===== config.mk =====
export PLATFORM = sky130hd
export DESIGN_NAME = piso_serializer_flat
export DESIGN_NICKNAME = d
export VERILOG_FILES = /design/src/rtl/piso_pkg.sv /design/src/rtl/piso_serializer_if.sv /design/src/rtl/piso_shift_core.sv /design/src/rtl/piso_serializer.sv /design/src/flat_wrapper.sv
export SDC_FILE = /design/constraint.sdc
export NUM_CORES = 1
export LEC_CHECK = 0
export BUFFER_PORTS_ARGS = -buffer_cell sky130_fd_sc_hd__buf_2
export CAP_MARGIN = 25
export CORE_AREA = 2 2 39 41
export CTS_BUF_LIST = sky130_fd_sc_hd__clkbuf_8
export CTS_CLUSTER_DIAMETER = 30
export DETAILED_ROUTE_END_ITERATION = 10
export DIE_AREA = 0 0 41 43
export PLACE_DENSITY_LB_ADDON = 0.08
export SLEW_MARGIN = 20
export SYNTH_ARGS = -nofsm -noshare
export SYNTH_HDL_FRONTEND = slang
export SYNTH_SLANG_ARGS = --single-unit

===== constraint.sdc =====
create_clock -name clk -period 4 [get_ports clk]
set_clock_uncertainty 0.05 [all_clocks]
set_input_delay 0.8 -clock clk [delete_from_list [all_inputs] [get_ports clk]]
set_output_delay 0.8 -clock clk [all_outputs]
set_load 0.1 [all_outputs]

===== src/rtl/piso_pkg.sv =====
// piso_pkg: shared types and helpers for the PISO serializer.
//   state_e    - FSM state encoding (IDLE, SHIFT)
//   cnt_width  - width of the bit counter for a given word width
package piso_pkg;

  typedef enum logic [0:0] {
    IDLE  = 1'b0,
    SHIFT = 1'b1
  } state_e;

  // Counter must hold WIDTH-1; never narrower than one bit.
  function automatic int cnt_width(input int width);
    if (width <= 2) begin
      return 1;
    end else begin
      return $clog2(width);
    end
  endfunction

endpackage


===== src/rtl/piso_serializer_if.sv =====
// piso_serializer_if: load handshake, control and serial output bundle.
//   master: drives clk_inh, load_valid, data_in, shift_in; observes outputs
//   slave : the serializer; drives load_ready, q, q_n, busy, last_bit, done
interface piso_serializer_if #(
  parameter int WIDTH = 8
);

  logic             clk_inh;
  logic             load_valid;
  logic             load_ready;
  logic [WIDTH-1:0] data_in;
  logic             shift_in;
  logic             q;
  logic             q_n;
  logic             busy;
  logic             last_bit;
  logic             done;

  modport master (
    output clk_inh, load_valid, data_in, shift_in,
    input  load_ready, q, q_n, busy, last_bit, done
  );

  modport slave (
    input  clk_inh, load_valid, data_in, shift_in,
    output load_ready, q, q_n, busy, last_bit, done
  );

endinterface


===== src/rtl/piso_shift_core.sv =====
// piso_shift_core: WIDTH-bit shift register with load / shift / hold.
//   clk, rst  - clock, asynchronous active-high reset (clears register)
//   load      - capture data_in (has priority over shift)
//   shift     - move one place toward the output end, shift_in fills in
//   q         - output-end bit (MSB when MSB_FIRST, else LSB)
module piso_shift_core #(
  parameter int WIDTH     = 8,
  parameter bit MSB_FIRST = 1'b1
) (
  input  logic             clk,
  input  logic             rst,
  input  logic             load,
  input  logic             shift,
  input  logic [WIDTH-1:0] data_in,
  input  logic             shift_in,
  output logic             q
);

  logic [WIDTH-1:0] sreg_r;
  logic [WIDTH-1:0] shifted_s;

  // Direction select: the output end and the fill end are opposite.
  generate
    if (MSB_FIRST) begin : g_msb
      assign shifted_s = {sreg_r[WIDTH-2:0], shift_in};
      assign q         = sreg_r[WIDTH-1];
    end else begin : g_lsb
      assign shifted_s = {shift_in, sreg_r[WIDTH-1:1]};
      assign q         = sreg_r[0];
    end
  endgenerate

  // Shift register: load, shift or hold.
  always_ff @(posedge clk or posedge rst) begin
    if (rst) begin
      sreg_r <= {WIDTH{1'b0}};
    end else if (load) begin
      sreg_r <= data_in;
    end else if (shift) begin
      sreg_r <= shifted_s;
    end else begin
      sreg_r <= sreg_r;
    end
  end

endmodule


===== src/rtl/piso_serializer.sv =====
// piso_serializer: parallel-in serial-out converter with valid/ready load.
//   clk, rst - clock, asynchronous active-high reset
//   bus      - piso_serializer_if slave: clk_inh freezes everything,
//              load_valid/load_ready/data_in load a word, shift_in is the
//              cascade fill bit, q/q_n serial out, busy, last_bit, done
module piso_serializer
  import piso_pkg::*;
#(
  parameter int WIDTH     = 8,
  parameter bit MSB_FIRST = 1'b1
) (
  input  logic clk,
  input  logic rst,
  piso_serializer_if.slave bus
);

  localparam int            CW       = cnt_width(WIDTH);
  localparam logic [CW-1:0] LAST_CNT = CW'(WIDTH - 1);
  localparam logic [CW-1:0] ONE_CNT  = CW'(32'd1);
  localparam logic [CW-1:0] ZERO_CNT = CW'(32'd0);

  state_e        state_r;
  state_e        next_state_s;
  logic [CW-1:0] count_r;
  logic [CW-1:0] next_count_s;
  logic          done_r;
  logic          next_done_s;
  logic          load_s;
  logic          shift_s;
  logic          ready_s;
  logic          accept_s;
  logic          count_zero_s;
  logic          q_s;

  assign count_zero_s = (count_r == ZERO_CNT);
  assign ready_s      = !bus.clk_inh &&
                        ((state_r == IDLE) || ((state_r == SHIFT) && count_zero_s));
  assign accept_s     = bus.load_valid && ready_s;

  // Next-state, counter and shift-core controls.
  always_comb begin
    next_state_s = state_r;
    next_count_s = count_r;
    next_done_s  = 1'b0;
    load_s       = 1'b0;
    shift_s      = 1'b0;
    if (bus.clk_inh) begin
      next_state_s = state_r;
    end else begin
      case (state_r)
        IDLE: begin
          if (accept_s) begin
            load_s       = 1'b1;
            next_count_s = LAST_CNT;
            next_state_s = SHIFT;
          end else begin
            next_state_s = IDLE;
          end
        end
        SHIFT: begin
          if (!count_zero_s) begin
            shift_s      = 1'b1;
            next_count_s = count_r - ONE_CNT;
          end else begin
            next_done_s = 1'b1;
            if (accept_s) begin
              load_s       = 1'b1;
              next_count_s = LAST_CNT;
              next_state_s = SHIFT;
            end else begin
              // Final bit leaves too, so the register ends up holding the
              // WIDTH cascade bits that followed the word.
              shift_s      = 1'b1;
              next_state_s = IDLE;
            end
          end
        end
        default: begin
          next_state_s = IDLE;
          next_count_s = ZERO_CNT;
        end
      endcase
    end
  end

  // FSM, counter and done pulse registers.
  always_ff @(posedge clk or posedge rst) begin
    if (rst) begin
      state_r <= IDLE;
      count_r <= ZERO_CNT;
      done_r  <= 1'b0;
    end else begin
      state_r <= next_state_s;
      count_r <= next_count_s;
      done_r  <= next_done_s;
    end
  end

  piso_shift_core #(
    .WIDTH     (WIDTH),
    .MSB_FIRST (MSB_FIRST)
  ) u_core (
    .clk      (clk),
    .rst      (rst),
    .load     (load_s),
    .shift    (shift_s),
    .data_in  (bus.data_in),
    .shift_in (bus.shift_in),
    .q        (q_s)
  );

  assign bus.load_ready = ready_s;
  assign bus.q          = q_s;
  assign bus.q_n        = ~q_s;
  assign bus.busy       = (state_r == SHIFT);
  assign bus.last_bit   = (state_r == SHIFT) && count_zero_s;
  assign bus.done       = done_r;

endmodule

===== src/flat_wrapper.sv =====
// flat-port wrapper written by rule: the top's interface ports become plain ports
module piso_serializer_flat import piso_pkg::*;
#(
  parameter int WIDTH     = 8,
  parameter bit MSB_FIRST = 1'b1
)
  (clk, rst, bus_clk_inh, bus_load_valid, bus_data_in, bus_shift_in, bus_load_ready, bus_q, bus_q_n, bus_busy, bus_last_bit, bus_done);
  piso_serializer_if #(.WIDTH(WIDTH)) bus_i ();
  input  logic clk;
  input  logic rst;
  input wire logic [$bits(bus_i.clk_inh)-1:0] bus_clk_inh;
  input wire logic [$bits(bus_i.load_valid)-1:0] bus_load_valid;
  input wire logic [$bits(bus_i.data_in)-1:0] bus_data_in;
  input wire logic [$bits(bus_i.shift_in)-1:0] bus_shift_in;
  output wire logic [$bits(bus_i.load_ready)-1:0] bus_load_ready;
  output wire logic [$bits(bus_i.q)-1:0] bus_q;
  output wire logic [$bits(bus_i.q_n)-1:0] bus_q_n;
  output wire logic [$bits(bus_i.busy)-1:0] bus_busy;
  output wire logic [$bits(bus_i.last_bit)-1:0] bus_last_bit;
  output wire logic [$bits(bus_i.done)-1:0] bus_done;
  assign bus_i.clk_inh = bus_clk_inh;
  assign bus_i.load_valid = bus_load_valid;
  assign bus_i.data_in = bus_data_in;
  assign bus_i.shift_in = bus_shift_in;
  assign bus_load_ready = bus_i.load_ready;
  assign bus_q = bus_i.q;
  assign bus_q_n = bus_i.q_n;
  assign bus_busy = bus_i.busy;
  assign bus_last_bit = bus_i.last_bit;
  assign bus_done = bus_i.done;
  piso_serializer #(.WIDTH(WIDTH), .MSB_FIRST(MSB_FIRST)) u_core (.clk(clk), .rst(rst), .bus(bus_i));
endmodule

Yosys cells after proc, flatten, opt, wreduce, memory -nomap -nowiden
Index checks and enable logic that the tools add are counted.

Register bits: 13. Bits of input ports: 13. Output and inout port bits: 6.

Add/subtract/negate cells: 1. Mux-type cells: 18. Bitwise logic cells: 2. Reductions and logical operators: 7.

Operators by type and width (count): $mux 8 (2); $mux 1 (11); $mux 3 (2); $pmux 3 s2 (1); $pmux 1 s2 (2); $logic_and 1x1->1 (3); $logic_not 3->1 (1); $sub 3x1->3 const B (1); $not 1->1 (2); $reduce_bool 2->1 (1); $logic_not 1->1 (1); $logic_or 1x1->1 (1).

Logic depth before layout (Yosys ltp)
Gate-level depths: netlist (run 1).

Depth in word-level cells: 11. Mapped depth: 6.

By module
A second synthesis (run 1) with hierarchy kept.

Cells, all modules: 69. Area total of the unflattened synthesis: 684.4 um^2.

By module, submodules not included: piso_shift_core (instances 1, cells an instance 35, area each 376.6 um^2, seq. area each 200.2 um^2); piso_serializer (instances 1, cells an instance 34, area each 307.8 um^2, seq. area each 125.1 um^2).

Worst setup path before layout (run 1)
Ideal clock, no wire load.

Path type: reg-to-output. Start: register u_core.state_r (netlist: u_core.bus.busy). End: output bus_load_ready. Arrival: 2.526 ns. Setup slack: 0.624 ns. Cell stages (with the launch flop): 3. Buffers on the path: 1. Path through: dfrtp_1 buf_4 a21oi_1.

Longest elaborated chain between the ends: 3. Elaborated cells on any way between the ends: 4.

Ends and longest elaborated chain: start, declared (line piso_serializer.sv:22) `state_e state_r;`; start signal, assigned (line piso_serializer.sv:93) `state_r <= next_state_s;`; $logic_and 1x1->1 / $not 1->1 (equally long branches) (line piso_serializer.sv:37) `((state_r == IDLE) || ((state_r == SHIFT) && count_zero_s));`; $logic_or 1x1->1 * (line piso_serializer.sv:37); $logic_and 1x1->1 * (line piso_serializer.sv:36) `assign ready_s = !bus.clk_inh &&`; end, declared (line flat_wrapper.sv:15) `output wire logic [$bits(bus_i.load_ready)-1:0] bus_load_ready;`.

Every way passes the cells marked *; elsewhere a longest branch is shown, timed or not.

Final worst setup path (run 1)
Start: register u_core.count_r[0]. End: output bus_last_bit.

Longest elaborated chain between the ends: 2.

Ends and longest elaborated chain: start, declared (line piso_serializer.sv:24) `logic [CW-1:0] count_r;`; start signal, assigned (line piso_serializer.sv:94) `count_r <= next_count_s;`; $logic_not 3->1 (line piso_serializer.sv:35) `assign count_zero_s = (count_r == ZERO_CNT);`; $logic_and 1x1->1 (line piso_serializer.sv:116) `assign bus.last_bit = (state_r == SHIFT) && count_zero_s;`; end, declared (line flat_wrapper.sv:19) `output wire logic [$bits(bus_i.last_bit)-1:0] bus_last_bit;`.

Every way passes these cells.

==> flow_summary.yaml, run 1 <==
outcome:
  status: "complete, no violations"
global_routing:
  grt-ovfl-total: 0
  grt_max_degree: 17
  grt_use_total_pct: 18.0
  antenna_found_initial: 0
  first_global_vias: 484
  grt_pass1_wl_um: 2010
yosys:
  syn_area_per_cell_sq_um: 10.1
  synth_top_area_cell: "dfrtp_1"
  synth_edf_count: 0
  netlist_instances: 71
  synth_commonest_cells: "dfrtp_1 (13), nor2_1 (10), a21oi_1 (8)"
  ys_top_cells_by_area: "dfrtp_1 (45%), mux2i_1 (9.8%), a21oi_1 (5.6%), nor2_1 (5.2%), nand2b_4 (3.8%)"
  syn-num-nets: 86
  synth_area_sq_um: 717
  synth_ff_type: "dfrtp_1"
  ys_warn_count: 0
  async_flop_share_pct: 100
  seq_area_frac_synth_pct: 45.4
  synth.top_cell.area_share_pct: 45.4
  synth_cell_types: 24
  yosys_register_bits: 13
  synth_most_common_cell: "dfrtp_1"
clocking:
  ctsHoldBuffers: 0
  root_buffer: "clkbuf_8"
  clkLatencyLatePin_ns: 0.25
  clock_sinks: 13
  clk_path_buf_depth: 2
  post_cts_resized: 0
  cts_made_buffers: 3
  postCtsSetupRepairBufs: 0
  clk_pin_slew_ns: 0.05
  cts_tree: "yes"
  htreeDepth: 1
sta:
  fmax_mhz: 383
  period_share_pct: 65.2
  whs_ns: 0.461
  rsz0062_at_grt: "no"
  finalCriticalPeriod_ns: 2.61
  worst_pin_slew_ns: 0.492
  finalHoldViolCount: 0
  slew_headroom_pct: 67.1
  finalMaxSlewViolations: 0
  final.setup.tns_ns: 0
  finalSetupViolations: 0
detailed_routing:
  first_iter_violations: 7
  wire_per_inst_um: 11.6
  drc: 0
  dr.pass1.iters: 4
  route.vias.total: 538
  ant_nets: 0
  vias_per_cell: 5.03
  wirelength_um: 1240
cells_and_area:
  layout.cells.non_filler: 107
  nNetsFinal: 107
  final_core_util_pct: 61.7
  regArea_sq_um: 325
  drive_gt1_share_pct: 31.9
  antennaDiodeCount: 0
  design_area_sq_um: 853
  fillCellCount: 135
  area_growth_pct: 19.0
  multiInputGateArea_sq_um: 347
placement:
  hpwl_um: 880
  placed_area_sq_um: 801
  portBuffers: 18
  globalplace.congestion: 0.629
  dp_cells: 102
worst_setup_path:
  end_kind: "primary output"
  cp_slowest_cell: "buf_2"
  r2r_cells: 6
  cp.depth: 5
  slowest_delay_ns: 0.42
  critical_path_class: "flip-flop to primary output"
  arrival_ns: 1.76
  cpLargestDelayFamily: "buffers and inverters"
  crit_fanout: 4
  critPathBufInv: 2
  crit_required_ns: 3.15
  r2r-start: "u_core.count_r[0]"
  crit_chain: "inv_1, ha_1, nor2b_1, and2_1, buf_2"
  r2r_setup_slack_ns: 2.29
  startpoint_type: "flip-flop"
  worstReg2RegEnd: "u_core.u_core.sreg_r[1]"
die:
  rows: 14
  die_x_um: 41
  start_util_pct: 51.8
  design.die.area_sq_um: 1760
  core_area_sq_um: 1380
  die_y_um: 43
  io_pins: 19
min_path:
  min_from: "u_core.u_core.sreg_r[3]"
  min_path_cells: 2
  whs_endpoint: "u_core.u_core.sreg_r[3]"
  hp-class: "flip-flop to flip-flop"
job:
  cap_violations: 0
power_and_ir_drop:
  power_leakage_nw: 0.400
  p_per_area_nw_per_um2: 791
  ir_drop_mv: 0.403
## worst register-to-register path: cells and delay by family (launching register included)
family	cells	cell delay [ns]
compound gates	2	0.43
flops	1	0.39
mux	1	0.28
fa+ha+maj	1	0.25
simple gates	1	0.10
buf+inv	1	0.09
## cell usage in the layout (no fill, tap or decap)
cell,count
or3_1,1
xnor2_1,1
nor3b_1,1
a2bb2oi_1,1
and2b_2,1
o21ai_0,1
nand2b_1,1
a21oi_4,1
buf_2,18
buf_4,1
inv_1,6
ha_1,2
nand2_1,5
o221ai_1,1
nand3_1,1
clkbuf_8,3
nor2_1,10
a21oi_1,8
nand2b_4,2
and2_1,1
a21oi_2,3
o21a_1,1
dfrtp_1,13
mux2i_1,7
nor2b_1,1
## routing by layer
| layer | vias to the layer above | wire length (um) | track usage [%] |
|---|---|---|---|
| li1 | 275 | - | - |
| met1 | 244 | 543 | 22.2 |
| met2 | 15 | 583 | 25.3 |
| met3 | 4 | 72 | 4.71 |
| met5 | - | 0 | 0 |
| met4 | 0 | 38 | 14.0 |
## area by class of cell
cell class	count	area share [%]
clock inverters	1	0.440
well taps	16	2.35
inverters	5	2.20
flip-flops and latches	13	38.1
repair buffers	19	11.4
clock buffers	3	4.84
multi-input cells	50	40.6
## flip-flops by register name (all words and copies together) (netlist names)
name / count
u_core.bus.busy: 1
u_core.u_core.sreg_r: 8
u_core.bus.done: 1
u_core.count_r: 3
## logic make-up after synthesis
group | after synthesis | share of synthesized area (%)
AO/OA/AOI/OAI | 16 | 15.7
XOR/XNOR | 1 | 1.22
adder cells (fa/ha/maj) | 2 | 3.49
buffers and inverters | 8 | 6.28
flip-flops | 13 | 45.4
multiplexers | 7 | 9.77
AND/OR/NAND/NOR | 24 | 18.2
## power by group
| group | internal, mW | switching [mW] |
|---|---|---|
| clock | 0.0679 | 0.0493 |
| sequential | 0.182 | 0.0330 |
| combinational | 0.101 | 0.242 |
## per-stage QoR
step	total power [mW]	worst slack [ns]
2_1_floorplan	0.512	0.624
6_report	0.675	1.39
5_1_grt	0.722	1.26
3_3_place_gp	0.554	1.66
4_1_cts	0.682	1.37
3_5_place_dp	0.562	1.65
## worst max-delay path by stage
stage | to | slack, ns | startpoint
after floorplan | bus_load_ready | 0.62 | u_core.bus.busy
after global placement | bus_load_ready | 1.66 | bus_clk_inh
after detailed placement | bus_last_bit | 1.65 | u_core.count_r[0]
after CTS | bus_last_bit | 1.37 | u_core.count_r[0]
after global routing | bus_last_bit | 1.26 | u_core.count_r[0]
final | bus_last_bit | 1.39 | u_core.count_r[0]
Note: power is estimated with default switching activity, not from simulation.
==> run 2, diff against run 1 <==
--- a/config.mk
+++ b/config.mk
@@ -7,11 +7,10 @@
 export LEC_CHECK = 0
 export BUFFER_PORTS_ARGS = -buffer_cell sky130_fd_sc_hd__buf_2
 export CAP_MARGIN = 25
-export CORE_AREA = 2 2 39 41
+export CORE_UTILIZATION = 53
 export CTS_BUF_LIST = sky130_fd_sc_hd__clkbuf_8
 export CTS_CLUSTER_DIAMETER = 30
 export DETAILED_ROUTE_END_ITERATION = 10
-export DIE_AREA = 0 0 41 43
 export PLACE_DENSITY_LB_ADDON = 0.08
 export SLEW_MARGIN = 20
 export SYNTH_ARGS = -nofsm -noshare
==> constraint.sdc (replaced) <==
create_clock -name clk -period 2.5 [get_ports clk]
set_clock_uncertainty 0.05 [all_clocks]
set_input_delay 0.5 -clock clk [delete_from_list [all_inputs] [get_ports clk]]
set_output_delay 0.5 -clock clk [all_outputs]
set_load 0.1 [all_outputs]
==> flow_summary.yaml, run 2 (synthesized netlist as in run 1, its figures left out) <==
outcome:
  status: "complete, no violations"
die:
  die_y_um: 38.8
  die_x_um: 38.8
  design.die.area_sq_um: 1500
  start_util_pct: 60.4
  rows: 12
  io_pins: 19
  core_area_sq_um: 1190
cells_and_area:
  largest_reg_flops: 8
  mostFrequentLayoutCell: "buf_2"
  fillCellCount: 95
  final_core_util_pct: 72.2
  area_growth_pct: 19.4
  top_register: "u_core.u_core.sreg_r"
  final_cell_mix: "buf_2 (18), dfrtp_1 (13), nor2_1 (10), mux2i_1 (7), a21oi_1 (7)"
  largest_registers: "u_core.u_core.sreg_r (8), u_core.count_r (3)"
  nNetsFinal: 107
  design_area_sq_um: 856
  antennaDiodeCount: 0
  drive_gt1_share_pct: 34.1
min_path:
  hp-class: "input port to asynchronous set/reset pin"
job:
  cap_violations: 0
worst_setup_path:
  critical_path_class: "flip-flop to primary output"
  crit_fanout: 4
  arrival_ns: 1.74
  end_kind: "primary output"
  startpoint_type: "flip-flop"
  crit_required_ns: 1.95
clocking:
  cts_tree: "yes"
  clk_pin_slew_ns: 0.05
  clk_path_buf_depth: 2
  htreeDepth: 1
  clkLatencyLatePin_ns: 0.24
  ctsHoldBuffers: 0
  cts_made_buffers: 3
  post_cts_resized: 0
  root_buffer: "clkbuf_8"
  clock_sinks: 13
  postCtsSetupRepairBufs: 0
detailed_routing:
  route.vias.total: 546
  vias_per_cell: 5.20
  ant_nets: 0
  first_iter_violations: 3
  wire_per_inst_um: 12.3
  dr.pass1.iters: 4
  drc: 0
  wirelength_um: 1290
global_routing:
  grt_max_degree: 17
  antenna_found_initial: 0
  grt_use_total_pct: 21.1
  grt-ovfl-total: 0
  grt_pass1_wl_um: 2090
  first_global_vias: 484
power_and_ir_drop:
  ir_drop_mv: 0.733
  p_per_area_nw_per_um2: 1270
  power_leakage_nw: 0.400
sta:
  finalMaxSlewViolations: 0
  finalHoldViolCount: 0
  slew_headroom_pct: 66.1
  fmax_mhz: 436
  worst_pin_slew_ns: 0.508
  rsz0062_at_grt: "no"
  finalCriticalPeriod_ns: 2.29
  period_share_pct: 91.7
  finalSetupViolations: 0
  fin_ws_ns: 0.209
  whs_ns: 0.242
placement:
  placed_area_sq_um: 811
  dp_slack_ns: 0.478
  portBuffers: 18
  globalplace.congestion: 0.838
## run 2: cell types whose count changed in the layout (fill, tap and decap cells not counted)
cell / change
and2_2: +1
a21oi_2: +1
a21oi_1: -1
and2_1: -1
## run 2: final timing paths
kind | startpoint | end | slack (ns) | depth (start not counted)
setup / recovery | u_core.count_r[0] | bus_last_bit | 0.21 | 5
hold / removal | rst | u_core.u_core.sreg_r[6] | 0.24 | 2
setup reg to reg | u_core.count_r[0] | u_core.u_core.sreg_r[3] | 0.78 | 6
hold reg to reg | u_core.u_core.sreg_r[2] | u_core.u_core.sreg_r[2] | 0.47 | 2
max in group asynchronous | rst | u_core.u_core.sreg_r[3] | 1.82 | 2
min in group clk | bus_data_in[7] | u_core.u_core.sreg_r[7] | 0.43 | 3
## run 2: critical path, stage by stage (launching register included)
cell,delay [ns]
dfrtp_1,0.38
inv_1,0.08
ha_1,0.25
nor2b_1,0.19
and2_2,0.16
buf_2,0.42
## run 2: final cells by class
cell class | count | area, sq um | share of cell area (%)
well taps | 14 | 17.5 | 2.05
clock inverters | 1 | 3.75 | 0.439
clock buffers | 3 | 41.3 | 4.82
multi-input cells | 50 | 352 | 41.1
inverters | 5 | 18.8 | 2.19
flip-flops and latches | 13 | 325 | 38.0
repair buffers | 19 | 97.6 | 11.4
## run 2: stage by stage
| step | total power [mW] | std cells | setup TNS, ns |
|---|---|---|---|
| 2_1_floorplan | 0.824 | 71 | -0.0110 |
| 3_3_place_gp | 0.891 | 101 | 0 |
| 3_5_place_dp | 0.906 | 101 | 0 |
| 4_1_cts | 1.09 | 105 | 0 |
| 5_1_grt | 1.15 | 105 | 0 |
| 6_report | 1.09 | 105 | 0 |
## run 2: layer usage
metal	vias to the layer above	global-route usage (%)	wire (um)
met5	-	0	0
met4	0	10.3	18
met3	2	3.47	58
met2	20	35.8	664
met1	247	25.6	551
li1	277	-	-
## run 2: power by group
group	total, mW	internal (mW)	switching (mW)	leakage [nW]
Sequential	0.346	0.291	0.0545	0.142
Clock	0.184	0.109	0.0757	0.0269
Combinational	0.557	0.164	0.392	0.231
==> run 3, diff against run 2 <==
--- a/config.mk
+++ b/config.mk
@@ -7,6 +7,7 @@
 export LEC_CHECK = 0
 export BUFFER_PORTS_ARGS = -buffer_cell sky130_fd_sc_hd__buf_2
 export CAP_MARGIN = 25
+export CORE_MARGIN = 4
 export CORE_UTILIZATION = 53
 export CTS_BUF_LIST = sky130_fd_sc_hd__clkbuf_8
 export CTS_CLUSTER_DIAMETER = 30
==> flow_summary.yaml, run 3 (synthesized netlist as in run 1, its figures left out) <==
outcome:
  status: "complete, no violations"
die:
  die_x_um: 44.8
  design.die.area_sq_um: 2010
  die_y_um: 44.8
  io_pins: 19
  rows: 12
  core_area_sq_um: 1190
  start_util_pct: 60.4
detailed_routing:
  vias_per_cell: 5.08
  drc: 0
  route.vias.total: 533
  wire_per_inst_um: 12.1
  first_iter_violations: 11
  ant_nets: 0
  dr.pass1.iters: 3
  wirelength_um: 1270
job:
  cap_violations: 0
worst_setup_path:
  cpLargestDelayFamily: "buffers and inverters"
  crit_fanout: 4
  cp_slowest_cell: "buf_2"
  startpoint_type: "flip-flop"
  crit_chain: "inv_1, ha_1, nor2b_1, and2_2, buf_2"
  critical_path_class: "flip-flop to primary output"
  slowest_delay_ns: 0.42
  critPathBufInv: 2
  end_kind: "primary output"
  crit_required_ns: 1.95
  arrival_ns: 1.70
global_routing:
  grt_max_degree: 17
  antenna_found_initial: 0
  grt-ovfl-total: 0
  first_global_vias: 503
  grt_use_total_pct: 14.5
  grt_pass1_wl_um: 2130
cells_and_area:
  multiInputGateArea_sq_um: 352
  largest_registers: "u_core.u_core.sreg_r (8), u_core.count_r (3)"
  nNetsFinal: 107
  final_cell_mix: "buf_2 (18), dfrtp_1 (13), nor2_1 (10), mux2i_1 (7), a21oi_1 (7)"
  area_growth_pct: 19.4
  final_core_util_pct: 72.2
  top_register: "u_core.u_core.sreg_r"
  drive_gt1_share_pct: 34.1
  regArea_sq_um: 325
  mostFrequentLayoutCell: "buf_2"
  largest_reg_flops: 8
  antennaDiodeCount: 0
  fillCellCount: 92
  design_area_sq_um: 856
power_and_ir_drop:
  ir_drop_mv: 0.726
  power_leakage_nw: 0.400
  total_power_mw: 1.08
  p_per_area_nw_per_um2: 1260
sta:
  fmax_mhz: 444
  worst_pin_slew_ns: 0.492
  finalMaxSlewViolations: 0
  period_share_pct: 90.2
  rsz0062_at_grt: "no"
  fin_ws_ns: 0.245
  finalHoldViolCount: 0
  finalCriticalPeriod_ns: 2.25
  finalSetupViolations: 0
  slew_headroom_pct: 67.2
clocking:
  clk_pin_slew_ns: 0.05
  cts_tree: "yes"
  postCtsSetupRepairBufs: 0
  post_cts_resized: 0
  clk_path_buf_depth: 2
  clock_sinks: 13
  ctsHoldBuffers: 0
  root_buffer: "clkbuf_8"
  clkLatencyLatePin_ns: 0.24
  cts_made_buffers: 3
  htreeDepth: 1
min_path:
  hp-class: "input port to asynchronous set/reset pin"
placement:
  placed_area_sq_um: 811
  dp_slack_ns: 0.505
  hpwl_um: 914
  portBuffers: 18
  globalplace.congestion: 0.715
## run 3: cell counts in the layout (fill, tap and decap cells not counted)
No cell type changed its count.
## run 3: final cells by class
class	instances	area share (%)
multi-input combinational	50	41.1
sequential	13	38.0
timing repair buffer	19	11.4
clock buffer	3	4.82
inverter	5	2.19
tap	14	2.05
clock inverter	1	0.439
## run 3: layer usage
layer / vias to the layer above / global-route usage (%) / share of wire (%)
li1: 276 / - / -
met1: 242 / 18.6 / 48
met2: 13 / 23.8 / 45
met3: 2 / 3.59 / 5.9
met4: 0 / 5.26 / 1.3
met5: - / 0 / 0
## run 3: worst register-to-register path: stages (launching register included)
cell and delay [ns]:
dfrtp_1 0.38, inv_1 0.08, ha_1 0.24, nand2b_4 0.10
a21oi_4 0.36, mux2i_1 0.26, a21oi_1 0.09
## run 3: worst paths after layout
kind / slack [ns] / depth (start not counted) / to / startpoint
setup / recovery: 0.25 / 5 / bus_last_bit / u_core.count_r[0]
hold / removal: 0.22 / 2 / u_core.u_core.sreg_r[2] / rst
setup reg to reg: 0.82 / 6 / u_core.u_core.sreg_r[6] / u_core.count_r[0]
hold reg to reg: 0.47 / 2 / u_core.u_core.sreg_r[3] / u_core.u_core.sreg_r[3]
max in group asynchronous: 1.85 / 2 / u_core.u_core.sreg_r[7] / rst
min in group clk: 0.43 / 3 / u_core.u_core.sreg_r[7] / bus_data_in[7]
## run 3: stage by stage
| step | std cells | TNS, ns | hold WS, ns |
|---|---|---|---|
| final | 105 | 0 | 0.222 |
| after global routing | 105 | 0 | 0.280 |
| after CTS | 105 | 0 | 0.248 |
| after detailed placement | 101 | 0 | 0.456 |
| after global placement | 101 | 0 | 0.448 |
| after floorplan | 71 | -0.0110 | 0.327 |
## run 3: power breakdown
| part | switching, mW | total [mW] | internal [mW] |
|---|---|---|---|
| Combinational | 0.390 | 0.553 | 0.164 |
| Clock | 0.0747 | 0.183 | 0.108 |
| Sequential | 0.0538 | 0.345 | 0.291 |
| Total | 0.518 | 1.08 | 0.563 |
